==> src/rtl/rv32imf_fp_issue_tracker.sv <==
// FP issue tracker: gates core FP requests into the FPU, tracks destination registers in order
// and registers each FPU result with its waddr for writeback, accumulating sticky fflags.
module rv32imf_fp_issue_tracker #(
    parameter int unsigned DEPTH = 4
) (
    input  logic             clk_i,
    input  logic             rst_ni,
    input  logic             req_i,
    output logic             gnt_o,
    input  logic [2:0][31:0] operands_i,
    input  logic [5:0]       op_i,
    input  logic [14:0]      flags_i,
    input  logic [4:0]       waddr_i,
    output logic             apu_req_o,
    input  logic             apu_gnt_i,
    output logic [2:0][31:0] apu_operands_o,
    output logic [5:0]       apu_op_o,
    output logic [14:0]      apu_flags_o,
    input  logic             apu_rvalid_i,
    input  logic [31:0]      apu_rdata_i,
    input  logic [4:0]       apu_rflags_i,
    output logic             result_valid_o,
    output logic [31:0]      result_data_o,
    output logic [4:0]       result_waddr_o,
    output logic [4:0]       result_flags_o,
    input  logic             fflags_clr_i,
    output logic [4:0]       fflags_o,
    output logic             busy_o,
    output logic             err_o
);

    localparam int unsigned PW = $clog2(DEPTH);
    localparam int unsigned CW = $clog2(DEPTH) + 1;
    localparam logic [CW-1:0] DEPTH_C = CW'(DEPTH);

    logic [4:0]    fifo_q [DEPTH];
    logic [PW-1:0] wptr_q, wptr_d, rptr_q, rptr_d;
    logic [CW-1:0] count_q, count_d;
    logic          div_pend_q, div_pend_d;
    logic          err_q, err_d;
    logic          result_valid_q, result_valid_d;
    logic [31:0]   result_data_q, result_data_d;
    logic [4:0]    result_waddr_q, result_waddr_d;
    logic [4:0]    result_flags_q, result_flags_d;
    logic [4:0]    fflags_q, fflags_d;

    logic is_ds, empty, issue_ok, pop_fifo, bypass, pop, push;

    assign is_ds    = (op_i[3:0] == 4'd4) || (op_i[3:0] == 4'd5);
    assign empty    = (count_q == '0);
    assign issue_ok = (count_q < DEPTH_C) && !div_pend_q && (!is_ds || empty);

    assign apu_req_o      = req_i & issue_ok;
    assign gnt_o          = apu_req_o & apu_gnt_i;
    assign apu_operands_o = operands_i;
    assign apu_op_o       = op_i;
    assign apu_flags_o    = flags_i;

    // A result arriving while empty can only belong to an op granted this same cycle
    assign pop_fifo = apu_rvalid_i & !empty;
    assign bypass   = apu_rvalid_i & empty & gnt_o;
    assign pop      = pop_fifo | bypass;
    assign push     = gnt_o & !bypass;

    always_comb begin
        wptr_d         = wptr_q;
        rptr_d         = rptr_q;
        count_d        = count_q;
        div_pend_d     = div_pend_q;
        err_d          = err_q;
        result_valid_d = pop;
        result_data_d  = result_data_q;
        result_waddr_d = result_waddr_q;
        result_flags_d = result_flags_q;
        fflags_d       = (fflags_clr_i ? 5'd0 : fflags_q) | (pop ? apu_rflags_i : 5'd0);

        if (push) begin
            wptr_d = wptr_q + 1'b1;
        end
        if (pop_fifo) begin
            rptr_d = rptr_q + 1'b1;
        end
        case ({push, pop_fifo})
            2'b10:   count_d = count_q + 1'b1;
            2'b01:   count_d = count_q - 1'b1;
            default: count_d = count_q;
        endcase

        if (push && is_ds) begin
            div_pend_d = 1'b1;
        end else if (pop) begin
            div_pend_d = 1'b0;
        end

        if (apu_rvalid_i && empty && !gnt_o) begin
            err_d = 1'b1;
        end

        if (pop) begin
            result_data_d  = apu_rdata_i;
            result_waddr_d = bypass ? waddr_i : fifo_q[rptr_q];
            result_flags_d = apu_rflags_i;
        end
    end

    always_ff @(posedge clk_i or negedge rst_ni) begin
        if (!rst_ni) begin
            for (int i = 0; i < int'(DEPTH); i++) begin
                fifo_q[i] <= 5'd0;
            end
            wptr_q         <= '0;
            rptr_q         <= '0;
            count_q        <= '0;
            div_pend_q     <= 1'b0;
            err_q          <= 1'b0;
            result_valid_q <= 1'b0;
            result_data_q  <= 32'd0;
            result_waddr_q <= 5'd0;
            result_flags_q <= 5'd0;
            fflags_q       <= 5'd0;
        end else begin
            if (push) begin
                fifo_q[wptr_q] <= waddr_i;
            end
            wptr_q         <= wptr_d;
            rptr_q         <= rptr_d;
            count_q        <= count_d;
            div_pend_q     <= div_pend_d;
            err_q          <= err_d;
            result_valid_q <= result_valid_d;
            result_data_q  <= result_data_d;
            result_waddr_q <= result_waddr_d;
            result_flags_q <= result_flags_d;
            fflags_q       <= fflags_d;
        end
    end

    assign result_valid_o = result_valid_q;
    assign result_data_o  = result_data_q;
    assign result_waddr_o = result_waddr_q;
    assign result_flags_o = result_flags_q;
    assign fflags_o       = fflags_q;
    assign err_o          = err_q;
    assign busy_o         = (count_q != '0) | result_valid_q;

endmodule

==> config.mk <==
export PLATFORM = sky130hd
export DESIGN_NAME = rv32imf_fp_issue_tracker
export DESIGN_NICKNAME = d
export VERILOG_FILES = /design/src/rtl/rv32imf_fp_issue_tracker.sv
export SDC_FILE = /design/constraint.sdc
export NUM_CORES = 1
export LEC_CHECK = 0
export ABC_CLOCK_PERIOD_IN_PS = 2500
export CAP_MARGIN = 20
export CORE_AREA = 5 5 128 130
export CTS_CLUSTER_DIAMETER = 80
export CTS_CLUSTER_SIZE = 10
export DETAILED_ROUTE_END_ITERATION = 8
export DIE_AREA = 0 0 133 135
export DONT_BUFFER_PORTS = 1
export PLACE_DENSITY_LB_ADDON = 0.12
export SLEW_MARGIN = 10
export SYNTH_ARGS = -nofsm -noshare
export SYNTH_HDL_FRONTEND = slang
export SYNTH_SLANG_ARGS = --single-unit
==> constraint.sdc <==
create_clock -name clk_i -period 2.5 [get_ports clk_i]
set_input_delay 0.125 -clock clk_i [delete_from_list [all_inputs] [get_ports clk_i]]
set_output_delay 0.125 -clock clk_i [all_outputs]
set_load 0.005 [all_outputs]
---- Word level (Yosys, flattened, before mapping) ----
Cells that the tools add are included.
word-level totals
  input bits .............................. 165
  output and inout bits ................... 169
  logic and storage cells ................. 66
  flip-flop bits (word level) ............. 77
operators by class
  reductions and logical operators ........ 17
  bitwise logic cells ..................... 11
  $add $sub $neg .......................... 4
  multiplexer cells ....................... 12
  equality and inequality tests ........... 4
  magnitude comparators ................... 4
operators with widths
  kind                                                       count
  two-way mux 5 bit                                          6
  bitwise mux 20 bit                                         1
  binary-select mux 5 bit (select 2 bit)                     1
  demux 5 bit (select 2 bit)                                 1
  == test 4 x 3 -> 1 bit (second input constant)             2
  AND 1 bit                                                  6
  greater-or-equal comparator 3 bit (second input constant)  2
  logical AND 1 bit                                          6
  NOT 2 -> 3 bit                                             2
  one-hot mux 3 bit (2 select lines)                         1
  zero test 1 bit                                            5
  bitwise OR 5 bit                                           1
  adder 2 x 1 -> 2 bit (second input constant)               2
  nonzero test 2 bit                                         2
  adder 3 x 1 -> 3 bit (second input constant)               1
  zero test 3 bit                                            1
  < comparator 3 x 1 -> 1 bit (second input constant)        1
  < comparator 3 bit (second input constant)                 1
  nonzero test 3 bit                                         1
  subtractor 3 x 1 -> 3 bit (second input constant)          1
  == test 2 x 1 -> 1 bit (second input constant)             1
  == test 2 bit (second input constant)                      1
  logical OR 1 bit                                           2
  two-way mux 1 bit                                          2
  bitwise OR 1 bit                                           2

---- Logic depth before layout (Yosys ltp) ----
  depth in word-level cells ............... 12
  depth in mapped cells ................... 10
  gate-level depth less buffers ........... 9

---- Worst setup path before layout ----
OpenSTA, ideal clock, no wires.
  path kind ............................... register -> register
  start point ............................. reg count_q[1]
  end point ............................... reg count_q[2]
  period minus slack after synthesis ...... 2355 ps
  cell stages (with the launch flop) ...... 11
  arrival ................................. 2276 ps
  required time ........................... 2421 ps
  setup time .............................. 79 ps
  path buffers ............................ 1
  setup slack ............................. 145 ps
  cells stage by stage .................... dfrtp_1 -> or4b_1 -> buf_6 -> o211a_4 -> inv_1 -> ha_1 -> inv_1 -> fa_1 -> xor2_1 -> nor2_1 -> xor2_1
on the way
  cells in the longest elaborated chain, start to end .. 10
  elaborated cells between the ends (all ways) .. 19
  classes of those cells .................. add/sub (2); order compare (1); eq/ne (2); mux (1); bitwise (6); reduce/logical (7)
ends and longest elaborated chain
  element                                                                   line    source
  start, declared                                                           38      logic [CW-1:0] count_q, count_d;
  start signal, assigned                                                    127     count_q <= count_d;
  < comparator 3 bit or zero test 3 bit (tied branches)                     51, 50
  logical AND 1 bit or logical OR 1 bit (tied branches)                     51      assign issue_ok = (count_q < DEPTH_C) && !div_pend_q && (!is_ds || empty);
  logical AND 1 bit                                                         51
  AND 1 bit                                                                 53      assign apu_req_o = req_i & issue_ok;
  AND 1 bit                                                                 54      assign gnt_o = apu_req_o & apu_gnt_i;
  AND 1 bit                                                                 61      assign bypass = apu_rvalid_i & empty & gnt_o;
  zero test 1 bit                                                           63      assign push = gnt_o & !bypass;
  AND 1 bit                                                                 63
  == test 2 x 1 -> 1 bit or == test 2 bit (tied branches)                   83      case ({push, pop_fifo})
  one-hot mux 3 bit (2 select lines) or nonzero test 2 bit (tied branches)  --
Several ways; a longest one is shown, not always the timed one.
A chain may end at the register's enable or synchronous reset.

---- Final worst setup path ----
Same ends and word-level chain as after synthesis.

==> run summary <==
Tightest Pin Transition - 0.537 ns
Outcome - finished, final reports clean
Design Power - 4.77 mW
CP bufs+invs - 2
RD Place Congestion - 0.649
Seq pwr share - 0.439
Net Sw Power - 1.50 mW
CP Cell Sequence - or4b_1 > o211a_4 > inv_1 > ha_1 > inv_1 > fa_1 > xor2_1 > nor2_1 > xor2_1
Filler cells - 1,460
Clk Latency, worst-skew pair - 0.34 ns
CP arrival - 2.53 ns
Top cells by area, synth - dfrtp_1 45%, buf_4 20%, mux2_1 7.8%
Final setup vio count - 0
Routed len/inst - 19.8 um
Area share of the largest cell type after synthesis - 0.447
Largest family of logic cells by synthesized area - buffers and inverters
Max stage delay on crit path - 0.56 ns
CP Launch Type - flip-flop
DRT iter0 DRCs - 70
Simple-gate area share of the yosys netlist - 0.0305
Port Buffers - 0
Yosys warnings - 0
Number of distinct library cells after synthesis - 38
Post-Syn Area - 4310 um^2
Largest net degree at the start of global routing - 78
Cell taking the most area after synthesis - dfrtp_1
Multi-input logic area - 1400 um^2
Pint - 3.27 mW
Placed cell area - 3690 um^2
Clock sinks - 77
Final net count - 441
Rows - 45
Crit path time final - 2.27 ns
RSZ-0062 raised after global routing - no
Clock slew at the register clock pins of the worst setup and hold paths - 0.06 ns
Syn nets - 500
Register Area - 1930 um^2
Leakage - 1.90 nW
H-tree depth - 3
M1 GR Usage - 0.104
PD cells - 1070 nW/um^2
Register area share after synthesis - 0.447
Worst Clk Skew - 0.00768 ns
Slew margin rel. - 0.642
Post-Route Setup TNS - 0 ns
Die area - 18,000 um^2
Vias in the first global route - 2,309
CTS Buf Count - 9
Hpwl dp - 6310 um
Post-CTS sizing - 0
Met2 usage in global routing - 0.162
Mux cell area share after synthesis - 0.196
Clock share of power - 0.267
Fin area - 4450 um^2
Busiest grt layer - met2
M3 GR Usage - 0.0522
Hold path startpoint - apu_rvalid_i
Chip Width - 133 um
Period utilisation layout - 0.907
Slew Limit Fails - 0
Global-route wire length before repair - 13,800 um
Synthesized flop and latch total - 77
WHS - 0.0798 ns
Layout area overhead - 3.31%
Root buffer cell - clkbuf_16
Cell family with most CP delay - simple AND/OR/NAND/NOR gates
# DRC - 0
Hold Path Class - input pin to flip-flop
Share of layout cells above drive strength 1 - 0.291
Synth Area in Adders - 0.0192
DRT Wirelength - 9200 um
Core area - 15,000 um^2
Sw Share - 0.315
GRT Total Usage - 0.102
Vert. Die Dim - 135 um
Post-synth ARST share - 1.00
Crit path kind - flip-flop to flip-flop
Hold Path Depth - 2
Fmax - 441 MHz
Routed vias/inst - 4.63
Post-synth EDFFs - 0
Crit path capture type - flip-flop
Vias - 2,146
CTS Buffer Depth - 2
Final hold vios - 0
First-pass DRT Iterations - 2
Final ANT Viol Nets - 0
Combinational Power Share - 0.294
XOR/XNOR share of the synthesized area - 0.0122
Cells after synthesis - 329
WP depth - 9
Ports - 334
Initial antenna violation count - 1
Worst EP required - 2.76 ns
Slowest CP cell - or4b_1
Max FO, Critical Path - 3
Initial core utilization - 0.286
MaxCap Viol Count - 0
Compound-gate portion of the synthesized area - 0.0648
Reg2Reg Depth - 9
Post-Syn Area per Cell - 13.1 um^2
Grt total ovfl - 0
Synth Flop Type - dfrtp_1
CTS tree - built
VDD IR-drop max - 451 uV
Worst setup startpoint - count_q[1]$_DFFE_PN0P_
FF-to-FF Start - count_q[1]$_DFFE_PN0P_
## power by group through the flow
stage	clock network, mW	logic, mW	registers, mW
after CTS	1.34	1.43	2.11
after floorplan	0	1.27	1.99
after global placement	0	1.31	2.13
after detailed placement	0	1.33	2.12
after global routing	1.39	1.53	2.16
final	1.27	1.40	2.09
## synthesized netlist by cell type, types with 2 or more instances
cell         n
buf_4      117
xnor2_1      4
o221a_2      5
xor2_1       2
nand3_1      2
dfrtp_1     77
nand2_1      2
a22o_1       5
ha_1         5
buf_2        2
mux2_2       7
or2_2        5
buf_6        5
mux4_2       5
inv_1       10
mux2_1      30
mux2_4      21
o2111ai_4    4
o21ai_0      2
## path summary, 6_finish.rpt
path	end	slack, ns
max	count_q[2]$_DFFE_PN0P_	0.23
min	result_data_o[26]$_DFFE_PN0N_	0.08
max reg2reg	count_q[2]$_DFFE_PN0P_	0.23
min reg2reg	fifo_q[8]$_DFFE_PN0P_	0.51
max in group asynchronous	result_data_o[9]$_DFFE_PN0N_	1.83
min in group asynchronous	fifo_q[6]$_DFFE_PN0P_	0.33
## per-layer routing
metal  vias up  wire, um
met5         -         0
met1      1070      3420
met3        47      1030
met4         0       467
met2       138      4280
li1        891         -
## final cells by class
class                      count  area share
antenna                        1    0.000562
clock buffer                   9      0.0506
clock inverter                 7      0.0152
inverter                      10     0.00844
multi-input combinational    116       0.316
sequential                    77       0.433
tap                          188      0.0529
timing repair buffer          56       0.124
## cells in the final DEF, fill, tap and decap left out, drive strengths merged, types with 2 or more instances in the layout
cell,count
clkbuf,9
xor2,2
o21ai,3
nand2,2
xnor2,4
inv,14
a22o,5
buf,12
dlygate4sd3,44
mux2,58
clkinv,2
dfrtp,77
or2,5
nand3,2
o221a,5
ha,5
mux4,5
o2111ai,4
## sequential cells by signal (all words and copies together) (netlist names)
signal	count
fflags_o	5
count_q	3
result_flags_o	5
div_pend_q	1
rptr_q	2
err_o	1
result_data_o	32
result_waddr_o	5
wptr_q	2
result_valid_o	1
fifo_q	20
## repair_timing
action,4_1_cts,5_1_grt
setup buffers,0,0
endpoints found under the hold margin,146,0
endpoints found under the setup margin,0,0
hold buffers,45,0
## through the flow
stage / cells / util / worst slack, ns
2_1_floorplan: 329 / - / 0.145
3_3_place_gp: 402 / 0.245 / 0.253
6_report: 464 / 0.296 / 0.233
5_1_grt: 464 / 0.296 / 0.0743
3_5_place_dp: 402 / 0.245 / 0.225
4_1_cts: 463 / 0.296 / 0.209
## worst register-to-register path, stage by stage (launching register included)
cell and delay [ns]:
dfrtp_1 0.37, or4b_1 0.56, o211a_4 0.18, inv_1 0.06
ha_1 0.17, inv_1 0.06, fa_1 0.37, xor2_1 0.15
nor2_1 0.11, xor2_1 0.15
## logic make-up (layout without fill, tap and decap cells)
logic type / after synthesis / after routing
flip-flops: 77 / 77
multiplexers: 63 / 63
other: 0 / 1
AND/OR/NAND/NOR: 18 / 18
buffers and inverters: 136 / 82
AO/OA/AOI/OAI: 23 / 23
XOR/XNOR: 6 / 6
adder cells (fa/ha/maj): 6 / 6
Power figures use the tool's default switching activity.
